===== src/rtl/seq_detect_ctrl_pkg.sv =====
// rtl/seq_detect_ctrl_pkg.sv - shared state type, default sizes and config length check
package seq_det_pkg;

  localparam int DEF_MAX_LEN = 8;
  localparam int DEF_CNT_W   = 8;

  typedef enum logic [1:0] {
    IDLE = 2'd0,
    RUN  = 2'd1,
    DONE = 2'd2
  } state_e;

  function automatic logic len_legal(input int len, input int max_len);
    return (len >= 1) && (len <= max_len);
  endfunction

endpackage


===== src/rtl/seq_detect_ctrl_if.sv =====
// rtl/seq_detect_ctrl_if.sv - config, control and serial stream bundle of the detector
interface seq_detect_ctrl_if #(
  parameter int MAX_LEN = 8,
  parameter int CNT_W   = 8
);
  localparam int LEN_W = $clog2(MAX_LEN + 1);

  logic               cfg_valid;
  logic               cfg_ready;
  logic [MAX_LEN-1:0] cfg_pattern;
  logic [LEN_W-1:0]   cfg_len;
  logic               cfg_overlap;
  logic [CNT_W-1:0]   cfg_target;
  logic               cfg_err;
  logic               start;
  logic               abort;
  logic               in_valid;
  logic               in_bit;
  logic               busy;
  logic               match;
  logic [CNT_W-1:0]   match_count;
  logic               done;

  modport master (
    output cfg_valid, cfg_pattern, cfg_len, cfg_overlap, cfg_target,
    output start, abort, in_valid, in_bit,
    input  cfg_ready, cfg_err, busy, match, match_count, done
  );

  modport slave (
    input  cfg_valid, cfg_pattern, cfg_len, cfg_overlap, cfg_target,
    input  start, abort, in_valid, in_bit,
    output cfg_ready, cfg_err, busy, match, match_count, done
  );

endinterface


===== src/rtl/seq_detect_ctrl_shift_cmp.sv =====
// rtl/seq_detect_ctrl_shift_cmp.sv - bit history, fill counter and length-masked pattern compare
module seq_shift_cmp #(
  parameter int MAX_LEN = 8,
  parameter int LEN_W   = $clog2(MAX_LEN + 1)
) (
  input  logic               clk,
  input  logic               rst,
  input  logic               clear_i,
  input  logic               shift_i,
  input  logic               bit_i,
  input  logic [LEN_W-1:0]   len_i,
  input  logic [MAX_LEN-1:0] pattern_i,
  output logic               hit_next_o
);

  localparam logic [LEN_W-1:0] SEEN_MAX = LEN_W'(MAX_LEN);

  logic [MAX_LEN-1:0] hist_q, hist_d;
  logic [LEN_W-1:0]   seen_q, seen_d;
  logic [MAX_LEN-1:0] mask;

  always_comb begin
    mask = '0;
    for (int i = 0; i < MAX_LEN; i++) begin
      mask[i] = (i < int'(len_i));
    end
  end

  // hit is judged on the history as it will look after this bit lands
  always_comb begin
    hist_d = {hist_q[MAX_LEN-2:0], bit_i};
    seen_d = (seen_q == SEEN_MAX) ? seen_q : seen_q + 1'b1;
  end

  assign hit_next_o = shift_i && (seen_d >= len_i) &&
                      (((hist_d ^ pattern_i) & mask) == '0);

  always_ff @(posedge clk or posedge rst) begin
    if (rst) begin
      hist_q <= '0;
      seen_q <= '0;
    end else if (clear_i) begin
      hist_q <= '0;
      seen_q <= '0;
    end else if (shift_i) begin
      hist_q <= hist_d;
      seen_q <= seen_d;
    end
  end

endmodule


===== src/rtl/seq_detect_ctrl.sv =====
// rtl/seq_detect_ctrl.sv - programmable serial pattern detector: config latch, run FSM, match counter
module seq_detect_ctrl
  import seq_det_pkg::*;
#(
  parameter int MAX_LEN = DEF_MAX_LEN,
  parameter int CNT_W   = DEF_CNT_W
) (
  input logic              clk,
  input logic              rst,
  seq_detect_ctrl_if.slave bus
);

  localparam int LEN_W = $clog2(MAX_LEN + 1);

  state_e             state_q, state_d;
  logic               cfg_loaded_q;
  logic [MAX_LEN-1:0] pat_q;
  logic [LEN_W-1:0]   len_q;
  logic               ovl_q;
  logic [CNT_W-1:0]   tgt_q;
  logic               cfg_err_q;
  logic [CNT_W-1:0]   cnt_q, cnt_d, cnt_inc;
  logic               match_q, match_d;
  logic               hist_clear;
  logic               shift_en;
  logic               hit_next;
  logic               cfg_acc;
  logic               cfg_ok;

  assign cfg_acc  = bus.cfg_valid && (state_q != RUN);
  assign cfg_ok   = len_legal(int'(bus.cfg_len), MAX_LEN);
  assign shift_en = (state_q == RUN) && bus.in_valid;
  assign cnt_inc  = (cnt_q == '1) ? cnt_q : cnt_q + 1'b1;

  seq_shift_cmp #(
    .MAX_LEN (MAX_LEN),
    .LEN_W   (LEN_W)
  ) u_shift_cmp (
    .clk        (clk),
    .rst        (rst),
    .clear_i    (hist_clear),
    .shift_i    (shift_en),
    .bit_i      (bus.in_bit),
    .len_i      (len_q),
    .pattern_i  (pat_q),
    .hit_next_o (hit_next)
  );

  always_ff @(posedge clk or posedge rst) begin
    if (rst) begin
      state_q <= IDLE;
      cnt_q   <= '0;
      match_q <= 1'b0;
    end else begin
      state_q <= state_d;
      cnt_q   <= cnt_d;
      match_q <= match_d;
    end
  end

  // abort outranks start and any hit landing on the same edge
  always_comb begin
    state_d    = state_q;
    cnt_d      = cnt_q;
    match_d    = 1'b0;
    hist_clear = 1'b0;
    unique case (state_q)
      IDLE, DONE: begin
        if (bus.abort) begin
          state_d = IDLE;
        end else if (bus.start && cfg_loaded_q) begin
          state_d    = RUN;
          cnt_d      = '0;
          hist_clear = 1'b1;
        end
      end
      RUN: begin
        if (bus.abort) begin
          state_d = IDLE;
        end else if (hit_next) begin
          match_d    = 1'b1;
          cnt_d      = cnt_inc;
          hist_clear = !ovl_q;
          if ((tgt_q != '0) && (cnt_inc == tgt_q)) begin
            state_d = DONE;
          end
        end
      end
      default: state_d = IDLE;
    endcase
  end

  // config only lands outside RUN, so a running detection never sees it change
  always_ff @(posedge clk or posedge rst) begin
    if (rst) begin
      cfg_loaded_q <= 1'b0;
      pat_q        <= '0;
      len_q        <= '0;
      ovl_q        <= 1'b0;
      tgt_q        <= '0;
      cfg_err_q    <= 1'b0;
    end else begin
      cfg_err_q <= cfg_acc && !cfg_ok;
      if (cfg_acc && cfg_ok) begin
        cfg_loaded_q <= 1'b1;
        pat_q        <= bus.cfg_pattern;
        len_q        <= bus.cfg_len;
        ovl_q        <= bus.cfg_overlap;
        tgt_q        <= bus.cfg_target;
      end
    end
  end

  assign bus.cfg_ready   = (state_q != RUN);
  assign bus.cfg_err     = cfg_err_q;
  assign bus.busy        = (state_q == RUN);
  assign bus.done        = (state_q == DONE);
  assign bus.match       = match_q;
  assign bus.match_count = cnt_q;

endmodule

===== src/flat_wrapper.sv =====
// flat-port wrapper written by rule: the top's interface ports become plain ports
module seq_detect_ctrl_flat import seq_det_pkg::*;
#(
  parameter int MAX_LEN = DEF_MAX_LEN,
  parameter int CNT_W   = DEF_CNT_W
)
  (clk, rst, bus_cfg_valid, bus_cfg_pattern, bus_cfg_len, bus_cfg_overlap, bus_cfg_target, bus_start, bus_abort, bus_in_valid, bus_in_bit, bus_cfg_ready, bus_cfg_err, bus_busy, bus_match, bus_match_count, bus_done);
  seq_detect_ctrl_if #(.MAX_LEN(MAX_LEN), .CNT_W(CNT_W)) bus_i ();
  input logic clk;
  input logic rst;
  input wire logic [$bits(bus_i.cfg_valid)-1:0] bus_cfg_valid;
  input wire logic [$bits(bus_i.cfg_pattern)-1:0] bus_cfg_pattern;
  input wire logic [$bits(bus_i.cfg_len)-1:0] bus_cfg_len;
  input wire logic [$bits(bus_i.cfg_overlap)-1:0] bus_cfg_overlap;
  input wire logic [$bits(bus_i.cfg_target)-1:0] bus_cfg_target;
  input wire logic [$bits(bus_i.start)-1:0] bus_start;
  input wire logic [$bits(bus_i.abort)-1:0] bus_abort;
  input wire logic [$bits(bus_i.in_valid)-1:0] bus_in_valid;
  input wire logic [$bits(bus_i.in_bit)-1:0] bus_in_bit;
  output wire logic [$bits(bus_i.cfg_ready)-1:0] bus_cfg_ready;
  output wire logic [$bits(bus_i.cfg_err)-1:0] bus_cfg_err;
  output wire logic [$bits(bus_i.busy)-1:0] bus_busy;
  output wire logic [$bits(bus_i.match)-1:0] bus_match;
  output wire logic [$bits(bus_i.match_count)-1:0] bus_match_count;
  output wire logic [$bits(bus_i.done)-1:0] bus_done;
  assign bus_i.cfg_valid = bus_cfg_valid;
  assign bus_i.cfg_pattern = bus_cfg_pattern;
  assign bus_i.cfg_len = bus_cfg_len;
  assign bus_i.cfg_overlap = bus_cfg_overlap;
  assign bus_i.cfg_target = bus_cfg_target;
  assign bus_i.start = bus_start;
  assign bus_i.abort = bus_abort;
  assign bus_i.in_valid = bus_in_valid;
  assign bus_i.in_bit = bus_in_bit;
  assign bus_cfg_ready = bus_i.cfg_ready;
  assign bus_cfg_err = bus_i.cfg_err;
  assign bus_busy = bus_i.busy;
  assign bus_match = bus_i.match;
  assign bus_match_count = bus_i.match_count;
  assign bus_done = bus_i.done;
  seq_detect_ctrl #(.MAX_LEN(MAX_LEN), .CNT_W(CNT_W)) u_core (.clk(clk), .rst(rst), .bus(bus_i));
endmodule

===== config.mk =====
export PLATFORM = sky130hd
export DESIGN_NAME = seq_detect_ctrl_flat
export DESIGN_NICKNAME = d
export VERILOG_FILES = /design/src/rtl/seq_detect_ctrl_pkg.sv /design/src/rtl/seq_detect_ctrl_if.sv /design/src/rtl/seq_detect_ctrl_shift_cmp.sv /design/src/rtl/seq_detect_ctrl.sv /design/src/flat_wrapper.sv
export SDC_FILE = /design/constraint.sdc
export NUM_CORES = 1
export LEC_CHECK = 0
export CAP_MARGIN = 20
export CORE_ASPECT_RATIO = 2
export CORE_MARGIN = 1.5
export CORE_UTILIZATION = 30
export DETAILED_ROUTE_END_ITERATION = 6
export PLACE_DENSITY_LB_ADDON = 0.08
export SYNTH_ARGS = -nofsm -noshare
export SYNTH_HDL_FRONTEND = slang
export SYNTH_SLANG_ARGS = --single-unit

===== constraint.sdc =====
create_clock -name clk -period 4.2 [get_ports clk]
set_clock_uncertainty 0.15 [all_clocks]
set_input_delay 0.84 -clock clk [delete_from_list [all_inputs] [get_ports clk]]
set_output_delay 0.84 -clock clk [all_outputs]
set_load 0.05 [all_outputs]

==> run_results.csv <==
group,metric,value,unit
clock_network,numCtsBuffers,5,
floorplan,num_rows,48,
drt,vias_per_cell,5.39,
sta,min_period,3.28,ns
sta,postLayoutSetupSlackWorst,0.922,ns
floorplan,initial_utilization,0.310,
yosys,synth_nets,304,
drt,drc,0,
worst_setup_path,critPathCaptureType,"register",
layout,antenna_cells_inserted,0,
sta,final.setup.tns,0,ns
clock_network,post_cts_buffers,0,
layout,design_area,3330,µm²
worst_setup_path,crit_top_cell,"ha_1",
drt,first_iter_violations,65,
global_routing,grt_pass1_wl,12100,µm
power,p_sw_frac,0.341,
worst_setup_path,critPathSlowestCell,"o41ai_4",
floorplan,die_y,137,µm
worst_setup_path,cp_max_fo,6,
floorplan,boundaryPins,41,
yosys,synth_cell_types,54,
power,clockPowerShare,0.270,
sta,setup_viol,0,
yosys,post-synth-top-count-cell,"dfrtp_1",
layout,layout.nets,340,
yosys,synth.largest_area_cell,"dfrtp_1",
sta,post-route-period-util,0.781,
sta,slew_viol_final,0,
layout,drive_above_1_share,0.150,
run,max_cap_viol_count,0,
clock_network,cts_tree,"built",
clock_network,clk_root_buffer_cell,"clkbuf_16",
power,p_switching,479,µW
drt,ant_nets,0,
global_routing,grt_pass1_vias,2291,
clock_network,clkTransAtPathRegs,0.06,ns
clock_network,cts_hold_buffers,0,
yosys,synth_edf_count,0,
yosys,ys_top_cells_by_count,"dfrtp_1 (45), nand2_1 (31), mux2_2 (20), a21oi_1 (14), nor2_1 (12)",
global_routing,grt_start_max_net_pins,46,
worst_setup_path,required,4.23,ns
placement,place_worst_setup_slack,0.614,ns
power,p_leak,0.00134,µW
worst_setup_path,critPathKind,"register to register",
clock_network,cts.sinks,45,
power,power_frac_seq,0.432,
clock_network,cts_max_level,2,
run_status,status,"finished clean",
yosys,synth_area,2700,µm²
yosys,ys_warn_count,0,
drt,firstDrtPassIters,5,
yosys,synth_area_leaders,"dfrtp_1 (42%), mux2_2 (8.3%), nand2_1 (4.3%)",
layout,area_growth,23.2,%
clock_network,cts_buffer_depth,2,
global_routing,gr-total-overflow,0,
yosys,seq_area_frac_synth,0.416,
global_routing,grt_use_total,0.165,
sta,max_freq,305,MHz
clock_network,clk_latency,0.29,ns
worst_hold_path,hold_class,"register to register",
placement,place_congestion,0.861,
clock_network,cts_resized,0,
worst_setup_path,arrival,3.30,ns
sta,rsz0062_at_grt,"no",
drt,wl_per_cell,18.3,µm
yosys,synth_top_cell_area_share,0.416,
yosys,syn_inst,269,
worst_setup_path,start_kind,"register",
power,p_per_area,421,nW/µm²
drt,vias,2190,
floorplan,coreArea,8710,µm²
worst_setup_path,crit_path_cell_trace,"inv_1, ha_1, nand2_1, nor2_1, xnor2_1, ha_1, nand2b_1, a31oi_1, a2111oi_1, o211ai_2, o41ai_4, buf_4, a21oi_2",
floorplan,dieArea,9630,µm²
yosys,ys_seq_elements,45,
worst_setup_path,path_buf_inv,2,
layout,final_util,0.383,
sta,hold-worst-slack,0.316,ns
yosys,synth-main-ff-cell,"dfrtp_1",
sta,worstMarginPinSlew,0.674,ns
worst_setup_path,cp_top_family,"compound AO/OA/AOI/OAI gates",
yosys,avgSynthCellArea,10.1,µm²
placement,dp_hpwl,5630,µm
yosys,async_reset_ff_frac,1.00,
power,power.internal,926,µW
power,ir_drop,0.000214,V
placement,dpl_cell_area,3180,µm²
drt,routed_wl,7430,µm
sta,finalHoldViolCount,0,
placement,port-buffer-count,40,
global_routing,antenna_found_initial,0,
floorplan,dieWidth,70.1,µm
sta,relSlewSlack,0.547,
worst_setup_path,critical_path.max_stage_delay,0.50,ns
power,combPwrFrac,0.297,
[layout make-up]
cell class / count / area (µm²)
inverters: 8 / 30.0
clock buffers: 8 / 136
well taps: 100 / 125
fillers: 859 / 5380
multi-input cells: 202 / 1480
flip-flops and latches: 45 / 1130
repair buffers: 43 / 435
[metal layers]
metal	vias to the layer above	global-route usage	part of all wire
met4	0	0.0823	0.037
met2	47	0.328	0.58
met5	-	0	0
met3	15	0.0205	0.024
li1	1052	-	-
met1	1076	0.164	0.36
[cells in the final DEF, fill, tap and decap left out, types with 2 or more instances in the layout]
| cell type | n |
|---|---|
| mux2_2 | 20 |
| o211ai_1 | 3 |
| nor2_1 | 12 |
| ha_1 | 7 |
| a211o_1 | 2 |
| a21oi_1 | 14 |
| o22ai_1 | 2 |
| buf_4 | 2 |
| a31oi_1 | 4 |
| nand3_1 | 9 |
| clkdlybuf4s50_1 | 40 |
| and4_1 | 4 |
| a21oi_2 | 9 |
| a221oi_1 | 2 |
| or3_1 | 3 |
| nor3_1 | 5 |
| nand2_1 | 31 |
| xnor2_1 | 11 |
| o2bb2ai_1 | 2 |
| and3_1 | 6 |
| nand4_1 | 4 |
| a21o_1 | 2 |
| dfrtp_1 | 45 |
| nand2b_1 | 5 |
| nor4_1 | 6 |
| clkbuf_1 | 3 |
| o21ai_0 | 7 |
| inv_1 | 7 |
| clkbuf_16 | 5 |
| xor2_1 | 8 |
[worst paths after layout]
check | to | startpoint | depth (start not counted) | slack (ns)
max | u_core.u_shift_cmp.hist_q[0] | u_core.u_shift_cmp.seen_q[0] | 13 | 0.92
min | u_core.cfg_loaded_q | u_core.cfg_loaded_q | 1 | 0.32
max reg2reg | u_core.u_shift_cmp.hist_q[0] | u_core.u_shift_cmp.seen_q[0] | 13 | 0.92
min reg2reg | u_core.cfg_loaded_q | u_core.cfg_loaded_q | 1 | 0.32
max in group asynchronous | u_core.tgt_q[0] | rst | 3 | 2.84
min in group asynchronous | u_core.tgt_q[7] | rst | 2 | 0.60
[power by group through the flow]
stage          logic (µW)  clock network, µW  registers, µW
4_1_cts               422                398            608
5_1_grt               465                416            620
6_report              418                380            607
3_3_place_gp          417                  0            615
2_1_floorplan         311                  0            587
3_5_place_dp          421                  0            616
[state kept, by name, summed over array words and instances (netlist names)]
name	cells
u_core.state_q	2
u_core.bus.match_count	8
u_core.tgt_q	8
u_core.bus.match	1
u_core.cfg_loaded_q	1
u_core.pat_q	8
u_core.ovl_q	1
u_core.u_shift_cmp.hist_q	7
u_core.u_shift_cmp.seen_q	4
u_core.len_q	4
u_core.bus.cfg_err	1
[cells by family after synthesis]
group | synth area share
AND/OR/NAND/NOR | 0.176
AO/OA/AOI/OAI | 0.190
buffers and inverters | 0.0366
XOR/XNOR | 0.0615
multiplexers | 0.0870
flip-flops | 0.416
adder cells (fa/ha/maj) | 0.0324
[stage by stage]
| step | power [µW] | instances |
|---|---|---|
| floorplan | 898 | 269 |
| global placement | 1030 | 397 |
| detailed placement | 1040 | 397 |
| CTS | 1430 | 405 |
| global route | 1500 | 406 |
| finish | 1400 | 406 |
No activity file was read; power rests on OpenSTA's default activity.
